`src/rtl/sram_port_ctrl.sv`:
```
// Request-bus to asynchronous SRAM controller with a setup/strobe/hold access sequence.
// Optional one-entry read cache enabled by defining SRAM_PORT_CTRL_RDCACHE_EN.
module sram_port_ctrl #(
    parameter int ADDR_W      = 20,
    parameter int DATA_W      = 48,
    parameter int BANKS       = 2,
    parameter int WAIT_CYCLES = 2
) (
    input  logic              clk,
    input  logic              rst,
    input  logic              req,
    input  logic              we,
    input  logic [ADDR_W-1:0] addr,
    input  logic [DATA_W-1:0] wdata,
    output logic              ready,
    output logic              done,
    output logic [DATA_W-1:0] rdata,
    output logic [ADDR_W-1:0] sram_addr,
    output logic [BANKS-1:0]  sram_ce_n,
    output logic              sram_oe_n,
    output logic              sram_we_n,
    output logic [DATA_W-1:0] dq_o,
    output logic              dq_oe,
    input  logic [DATA_W-1:0] dq_i,
    output logic [2:0]        dbg_state
);

    localparam int BW    = $clog2(BANKS);
    localparam int BI_W  = (BW > 0) ? BW : 1;
    localparam int CNT_W = $clog2(WAIT_CYCLES + 1);

    if (WAIT_CYCLES < 1) begin : g_bad_wait
        $error("sram_port_ctrl: WAIT_CYCLES must be >= 1");
    end

    // Handshake: a request is accepted on the rising edge where req && ready;
    // the requester keeps req asserted until it observes ready, nothing is queued.
    typedef enum logic [2:0] {
        S_IDLE   = 3'd0,
        S_SETUP  = 3'd1,
        S_ACCESS = 3'd2,
        S_HOLD   = 3'd3,
        S_HIT    = 3'd4
    } state_t;

    state_t              state_q, state_d;
    logic [CNT_W-1:0]    cnt_q, cnt_d;
    logic                we_q;
    logic [ADDR_W-1:0]   addr_q;
    logic                accept;
    logic                hit;
    logic [DATA_W-1:0]   hit_data;
    logic                cur_we;
    logic [ADDR_W-1:0]   cur_addr;
    logic                in_cycle;

    // Bank is taken from the top address bits; with one bank the shift clears the index.
    function automatic logic [BANKS-1:0] ce_decode(input logic [ADDR_W-1:0] a);
        logic [BI_W-1:0] b;
        b = BI_W'(a >> (ADDR_W - BW));
        return ~(BANKS'(1) << b);
    endfunction

    assign ready     = (state_q == S_IDLE) && !rst;
    assign accept    = (state_q == S_IDLE) && req;
    assign dbg_state = state_q;

    // Operation attributes of the access being set up this edge or already in flight.
    assign cur_we   = (state_q == S_IDLE) ? we   : we_q;
    assign cur_addr = (state_q == S_IDLE) ? addr : addr_q;
    assign in_cycle = (state_d == S_SETUP) || (state_d == S_ACCESS) || (state_d == S_HOLD);

    always_comb begin
        state_d = state_q;
        cnt_d   = cnt_q;
        case (state_q)
            S_IDLE:   if (req) state_d = hit ? S_HIT : S_SETUP;
            S_SETUP: begin
                state_d = S_ACCESS;
                cnt_d   = CNT_W'(WAIT_CYCLES - 1);
            end
            S_ACCESS: begin
                if (cnt_q == '0) state_d = S_HOLD;
                else             cnt_d   = cnt_q - 1'b1;
            end
            S_HOLD:   state_d = S_IDLE;
            S_HIT:    state_d = S_IDLE;
            default:  state_d = S_IDLE;
        endcase
    end

    always_ff @(posedge clk) begin
        if (rst) begin
            state_q   <= S_IDLE;
            cnt_q     <= '0;
            we_q      <= 1'b0;
            addr_q    <= '0;
            done      <= 1'b0;
            rdata     <= '0;
            sram_addr <= '0;
            sram_ce_n <= '1;
            sram_oe_n <= 1'b1;
            sram_we_n <= 1'b1;
            dq_o      <= '0;
            dq_oe     <= 1'b0;
        end else begin
            state_q   <= state_d;
            cnt_q     <= cnt_d;
            done      <= (state_d == S_HOLD) || (state_d == S_HIT);
            sram_ce_n <= in_cycle ? ce_decode(cur_addr) : '1;
            sram_oe_n <= !(((state_d == S_SETUP) || (state_d == S_ACCESS)) && !cur_we);
            sram_we_n <= !((state_d == S_ACCESS) && cur_we);
            dq_oe     <= in_cycle && cur_we;
            if (accept) begin
                we_q   <= we;
                addr_q <= addr;
            end
            if (accept && !hit) sram_addr <= addr;
            if (accept && we)   dq_o      <= wdata;
            if ((state_q == S_ACCESS) && (cnt_q == '0) && !we_q) rdata <= dq_i;
            else if (state_d == S_HIT)                            rdata <= hit_data;
        end
    end

`ifdef SRAM_PORT_CTRL_RDCACHE_EN
    logic              cache_valid;
    logic [ADDR_W-1:0] cache_tag;
    logic [DATA_W-1:0] cache_data;

    assign hit      = cache_valid && !we && (cache_tag == addr);
    assign hit_data = cache_data;

    // Read misses fill the entry; writes only refresh it when they hit the tag.
    always_ff @(posedge clk) begin
        if (rst) begin
            cache_valid <= 1'b0;
            cache_tag   <= '0;
            cache_data  <= '0;
        end else if (state_q == S_HOLD) begin
            if (!we_q) begin
                cache_valid <= 1'b1;
                cache_tag   <= addr_q;
                cache_data  <= rdata;
            end else if (cache_valid && (cache_tag == addr_q)) begin
                cache_data  <= dq_o;
            end
        end
    end
`else
    assign hit      = 1'b0;
    assign hit_data = '0;
`endif

endmodule
```
`config.mk`:
```
export PLATFORM = sky130hd
export DESIGN_NAME = sram_port_ctrl
export DESIGN_NICKNAME = d
export VERILOG_FILES = /design/src/rtl/sram_port_ctrl.sv
export SDC_FILE = /design/constraint.sdc
export NUM_CORES = 1
export LEC_CHECK = 0
export ABC_AREA = 1
export CAP_MARGIN = 5
export CORE_MARGIN = 3
export CORE_UTILIZATION = 36
export CTS_BUF_LIST = sky130_fd_sc_hd__clkbuf_4 sky130_fd_sc_hd__clkbuf_8
export CTS_CLUSTER_SIZE = 25
export DETAILED_ROUTE_END_ITERATION = 10
export MAX_ROUTING_LAYER = met4
export PLACE_DENSITY_LB_ADDON = 0.12
export SETUP_SLACK_MARGIN = 0.05
export SYNTH_ARGS = -nofsm -noshare
export SYNTH_HDL_FRONTEND = slang
export SYNTH_SLANG_ARGS = --single-unit
```
`constraint.sdc`:
```
create_clock -name clk -period 1.2 [get_ports clk]
set_input_delay 0.18 -clock clk [delete_from_list [all_inputs] [get_ports clk]]
set_output_delay 0.18 -clock clk [all_outputs]
set_load 0.05 [all_outputs]
```
==> results of run 1 <==
## power breakdown
group	total, uW	switching (uW)	internal [uW]
registers	4530	145	4380
clock network	3780	1670	2110
logic	2180	1050	1140
total	10500	2870	7620
## per-stage QoR
step	std cells	area (um^2)	TNS (ns)
2_1_floorplan	564	4590	-2.63
3_3_place_gp	966	8540	-21.74
3_5_place_dp	966	8540	-25.71
4_1_cts	1002	9040	-22.76
5_1_grt	1035	10400	-29.04
6_report	1035	10400	-23.92
## cell families after synthesis
| logic type | Yosys count | share of synthesized area |
|---|---|---|
| AO/OA/AOI/OAI | 142 | 0.157 |
| adder cells (fa/ha/maj) | 1 | 0.00277 |
| buffers and inverters | 68 | 0.0696 |
| flip-flops | 128 | 0.568 |
| other | 1 | 0.000831 |
| AND/OR/NAND/NOR | 224 | 0.202 |
## per-layer routing
metal  routed length (um)  GRT usage  vias up
met5                    0          -        -
met3                 1190     0.0754       52
li1                     -          -     2392
met2                 9930      0.372      214
met4                  773      0.105        0
met1                 6790      0.227     2471
## path summary, 6_finish.rpt
check                           slack [ns]  cells past startpoint            end    startpoint
worst max-delay path                 -0.32                      7  sram_addr[14]  dbg_state[0]
worst min-delay path                  0.05                      2       dq_o[42]           rst
worst max register to register       -0.32                      7  sram_addr[14]  dbg_state[0]
worst min register to register        0.47                      2   sram_addr[8]  sram_addr[8]
## critical path, stage by stage, from the launching register on
cell     delay, ns
dfxtp_4       0.37
nor2_8        0.14
buf_8         0.15
buf_6         0.11
nand3_4       0.14
buf_12        0.19
o21ai_0       0.21
a21oi_1       0.09
## registers in the layout, summed over array words and instances (netlist names)
register   flops
cnt_q          2
done           1
dbg_state      3
sram_oe_n      1
dq_o          48
sram_we_n      1
rdata         48
sram_ce_n      2
we_q           1
dq_oe          1
sram_addr     20
## cells in the final DEF (no fill, tap or decap), drive strengths merged, types with 5 or more instances in the layout
cell type	synthesis	final
dfxtp	128	128
a21oi	121	121
nor2	5	5
inv	30	29
clkdlybuf4s50	0	118
nand3	6	6
buf	16	182
nand4	6	6
clkinv	0	5
o21ai	21	21
nand2	206	206
clkbuf	22	32
## area by class of cell
class	instances	area, um^2
fillers	598	1730
clock inverters	9	106
clock buffers	23	304
well taps	168	210
flip-flops and latches	128	2750
inverters	30	128
repair buffers	309	4530
multi-input cells	368	2350
## timing repair
| action | in CTS | in global routing |
|---|---|---|
| pin swaps | 3 | 34 |
| setup endpoints to repair | 246 | 253 |
| buffers inserted | 4 | 23 |
| cloned | 0 | 11 |
| gates resized for setup | 21 | 352 |
==> results.ini, run 1 <==
[synth]
synth_area_leader_cell=dfxtp_1
syn-instance-count=564
synth-edff-count=0
ys_dominant_reg_cell=dfxtp_1
synth_most_common_cell=nand2_1
synth_nets=685
syn_area_mm2=0.00451
synth.yosys.seq_area_share=0.568
synth_largest_type_area_fraction=0.568
asyncSetResetFlopFracSynth=0
per_instance_average_area_after_synthesis_um2=8.00
postSynthRegisterBits=128
yosys_warnings=0
netlist-cell-type-count=20
netlist_top_cells_count=206 x nand2_1, 128 x dfxtp_1, 121 x a21oi_1, 27 x inv_1, 22 x clkbuf_1
synthTopCellsByArea=dfxtp_1 57%, nand2_1 17%, a21oi_1 13%, o21ai_0 2.3%, inv_1 2.2%

[clocking]
tritoncts=built
cts.htree.levels=4
cts.reportedPaths.clkPinSlew_ns=0.07
numClockSinks=128
cts_hold_buf=0
clock-root-buffer=clkbuf_8
clk-insertion-delay-late_ns=0.43
cts_inserted_buffers=17
clockBufferDepth=2

[floorplan]
die_width_um=118
pin_count=246
initial_utilization=0.373
die_h_um=118
design.core.area_mm2=0.0121
rows=40
die_area_mm2=0.0139

[grt]
groute.usage.overall=0.219
gr-total-overflow=0
grt_antenna_before_repair=0
grt_pass1_wl_um=23800
first_global_vias=4862
grt_max_degree=72

[final_layout]
areaGrowthSynthToFinish_pct=130
fin_nets=975
number_of_antenna_diodes=0
share_of_the_core_filled_with_cells=0.857
proportion_of_layout_cells_with_a_drive_suffix_above_1=0.574

[drt]
vias_per_cell=4.96
drc_errors=0
routed_wl_um=18700
wl_per_cell_um=18.0
route.vias.total=5129
first_pass_iters=4
drtAntennaViolNets=0
initialDrtViolationCount=369

[timing]
maxSlewViolCount=0
post-route-period-util=1.27
skew_final_ns=0.0168
finalHoldWorstSlack_ns=0.0469
hold_violations=0
setup_viol=130
fmax_ghz=0.656
fin_ws_ns=-0.325
time_the_worst_path_needs_with_i_o_delays_and_setup_ns=1.52
unrepaired_setup_endpoints_after_global_routing=true

[outcome]
failed_checks=negative setup slack
run_status=complete, but fails checks

[worst_setup_path]
criticalPathCategory=flip-flop to flip-flop
cp.arrival_ns=1.83
cp_endpoint_kind=flip-flop
timing.critical_path.fanout_max=7
worst-endpoint-required_ns=1.50
timing.critical_path.from_type=flip-flop

[place]
placement.setup.worst_slack_ns=-0.322
hpwlAfterDp_um=11000
place.gp.congestion=0.842
input_output_buffers=245

[power]
cellPowerDensity_mw_per_mm2=1010
vdd_ir_drop_max_v=0.000982
report.power.total_uw=10500
power_leakage_uw=0.00399

[hold_path]
worstHoldPathType=input pin to flip-flop

[flow_run]
maxCapViolCount=0

(Power assumes the default switching activity.)
==> run 2, diff against run 1 <==
--- a/config.mk
+++ b/config.mk
@@ -12,7 +12,6 @@
 export CTS_BUF_LIST = sky130_fd_sc_hd__clkbuf_4 sky130_fd_sc_hd__clkbuf_8
 export CTS_CLUSTER_SIZE = 25
 export DETAILED_ROUTE_END_ITERATION = 10
-export MAX_ROUTING_LAYER = met4
 export PLACE_DENSITY_LB_ADDON = 0.12
 export SETUP_SLACK_MARGIN = 0.05
 export SYNTH_ARGS = -nofsm -noshare
==> run 2 against run 1 <==
Net effect:
- the run still ends with negative setup slack left
- final cell count grew 0.77%
- cell area grew 1.3%
- clock skew shrank 0.0038 ns
- sequential share of layout area shrank 0.25 points
- largest cell class unchanged
- largest power group unchanged
==> results.ini, run 2 (synthesized netlist as in run 1, its figures left out) <==
[outcome]
run_status=complete, but fails checks
failed_checks=negative setup slack

[floorplan]
die_width_um=118
pin_count=246
initial_utilization=0.373
die_area_mm2=0.0139
rows=40
design.core.area_mm2=0.0121
die_h_um=118

[place]
hpwlAfterDp_um=11000
input_output_buffers=245
place.detailed.instances=966
placedInstanceArea_mm2=0.00854
place.gp.congestion=0.830

[worst_setup_path]
crit-reg2reg-capture=rdata[41]
rr_startpoint=dbg_state[0]
critical_path.slowest_cell=dfxtp_4
crit_chain=nor2_8, buf_8, nand4_4, inv_8, clkbuf_16, nand2_4, a21oi_2
criticalPathCategory=flip-flop to flip-flop
worst-endpoint-required_ns=1.54
timing.critical_path.from_type=flip-flop
cp.arrival_ns=1.81
critPathTopFamily=buffers and inverters
cp_endpoint_kind=flip-flop
path_depth=7
critical-path-max-stage-delay_ns=0.37
timing.critical_path.fanout_max=8
r2r_setup_slack_ns=-0.27
cp-startpoint=dbg_state[0]
timing.reg2reg.worst_path_depth=7
sum_of_buffers_and_inverters_on_the_critical_path=3

[final_layout]
n_fill_cell=545
reg_top3=dq_o: 48 flops, rdata: 48 flops, sram_addr: 20 flops
most_frequent_cells_in_the_layout=135 x nand2_1, 134 x buf_12, 118 x clkdlybuf4s50_1
fin_nets=983
final_design_area_no_fill_mm2=0.0105
final_cell_count_no_fill=1043
final_common_cell=nand2_1
areaGrowthSynthToFinish_pct=133
number_of_antenna_diodes=0
proportion_of_layout_cells_with_a_drive_suffix_above_1=0.590

[drt]
initialDrtViolationCount=337
routed_wl_um=19700
first_pass_iters=5
route.vias.total=5182
drtAntennaViolNets=0
wl_per_cell_um=18.9
drc_errors=0
vias_per_cell=4.97

[power]
netSwitchingPower_uw=2890
cellPowerDensity_mw_per_mm2=1000
power_report.internal_total_uw=7630
net_sw_frac=0.275
power_leakage_uw=0.00406
vdd_ir_drop_max_v=0.000721
clock_power_share=0.360
combPwrFrac=0.209
power_frac_seq=0.430

[grt]
grt.busiest_layer=met2
first_global_vias=4842
groute.usage.overall=0.213
use_met3=0.0884
grt.met1_usage=0.221
met2_usage=0.372
gr-total-overflow=0
grt_pass1_wl_um=23800
grt_antenna_before_repair=0
grt_max_degree=72

[hold_path]
hold_depth=2
min_to=dq_o[42]
worst_hold_startpoint=rst
worstHoldPathType=input pin to flip-flop

[timing]
post-route-period-util=1.22
time_the_worst_path_needs_with_i_o_delays_and_setup_ns=1.47
maxSlewViolCount=0
fmax_ghz=0.681
setup_total_negative_slack_ns=-23.79
skew_final_ns=0.0131
fin_ws_ns=-0.269
unrepaired_setup_endpoints_after_global_routing=true
setup_viol=130
hold_violations=0

[clocking]
cts.reportedPaths.clkPinSlew_ns=0.07
cts.htree.levels=4
cts_inserted_buffers=17
numClockSinks=128
clockBufferDepth=2
tritoncts=built
clk-insertion-delay-late_ns=0.43
clock-root-buffer=clkbuf_8

[flow_run]
maxCapViolCount=0

## run 2: changes by cell type in the layout (fill, tap and decap cells not counted), sizes merged
cell,previous run,this run
clkbuf,32,34
buf,182,188
## run 2: worst max-delay path by stage
stage | to | slack [ns]
2_1_floorplan | dq_o[39] | -0.06
3_3_place_gp | sram_addr[14] | -0.28
3_5_place_dp | sram_addr[12] | -0.32
4_1_cts | ready | -0.27
5_1_grt | rdata[33] | -0.31
6_report | rdata[41] | -0.27
## run 2: per-stage QoR
| step | util | hold WS, ns | total power (uW) | setup slack [ns] |
|---|---|---|---|---|
| floorplan | - | 0.323 | 5300 | -0.0631 |
| global placement | 0.705 | 0.453 | 6380 | -0.277 |
| detailed placement | 0.705 | 0.469 | 6410 | -0.322 |
| CTS | 0.746 | 0.0311 | 10200 | -0.265 |
| global route | 0.868 | 0.0197 | 10900 | -0.311 |
| finish | 0.868 | 0.0369 | 10500 | -0.269 |
## run 2: final cells by class
class	count	area, um^2	area share
Tap cell	168	210	0.0200
Multi-Input combinational cell	368	2370	0.225
Inverter	30	128	0.0121
Timing Repair Buffer	317	4640	0.441
Clock buffer	23	304	0.0289
Sequential cell	128	2760	0.262
Clock inverter	9	106	0.0101
## run 2: timing repair
action,4_1_cts,5_1_grt
cloned,0,15
endpoints found under the setup margin,246,253
buffers inserted,4,26
hold buffers,0,0
pin swaps,3,36
gates resized for setup,21,367
## run 2: metal layers
metal | vias to the layer above | wire (um)
met4 | 0 | 812
li1 | 2410 | -
met3 | 59 | 1340
met1 | 2495 | 7020
met2 | 218 | 10600
met5 | - | 0
## run 2: power by group through the flow
stage               clock, uW  combinational (uW)  sequential (uW)
floorplan                   0                 329             4970
global placement            0                1780             4600
detailed placement          0                1800             4610
CTS                      3830                1830             4510
global route             4070                2290             4540
finish                   3790                2200             4530
==> run 3, diff against run 2 <==
--- a/config.mk
+++ b/config.mk
@@ -12,6 +12,7 @@
 export CTS_BUF_LIST = sky130_fd_sc_hd__clkbuf_4 sky130_fd_sc_hd__clkbuf_8
 export CTS_CLUSTER_SIZE = 25
 export DETAILED_ROUTE_END_ITERATION = 10
+export MAX_ROUTING_LAYER = met4
 export PLACE_DENSITY_LB_ADDON = 0.12
 export SETUP_SLACK_MARGIN = 0.05
 export SYNTH_ARGS = -nofsm -noshare
==> results of run 3 <==
Final layout, timing and power as in run 1 (identical DEF).
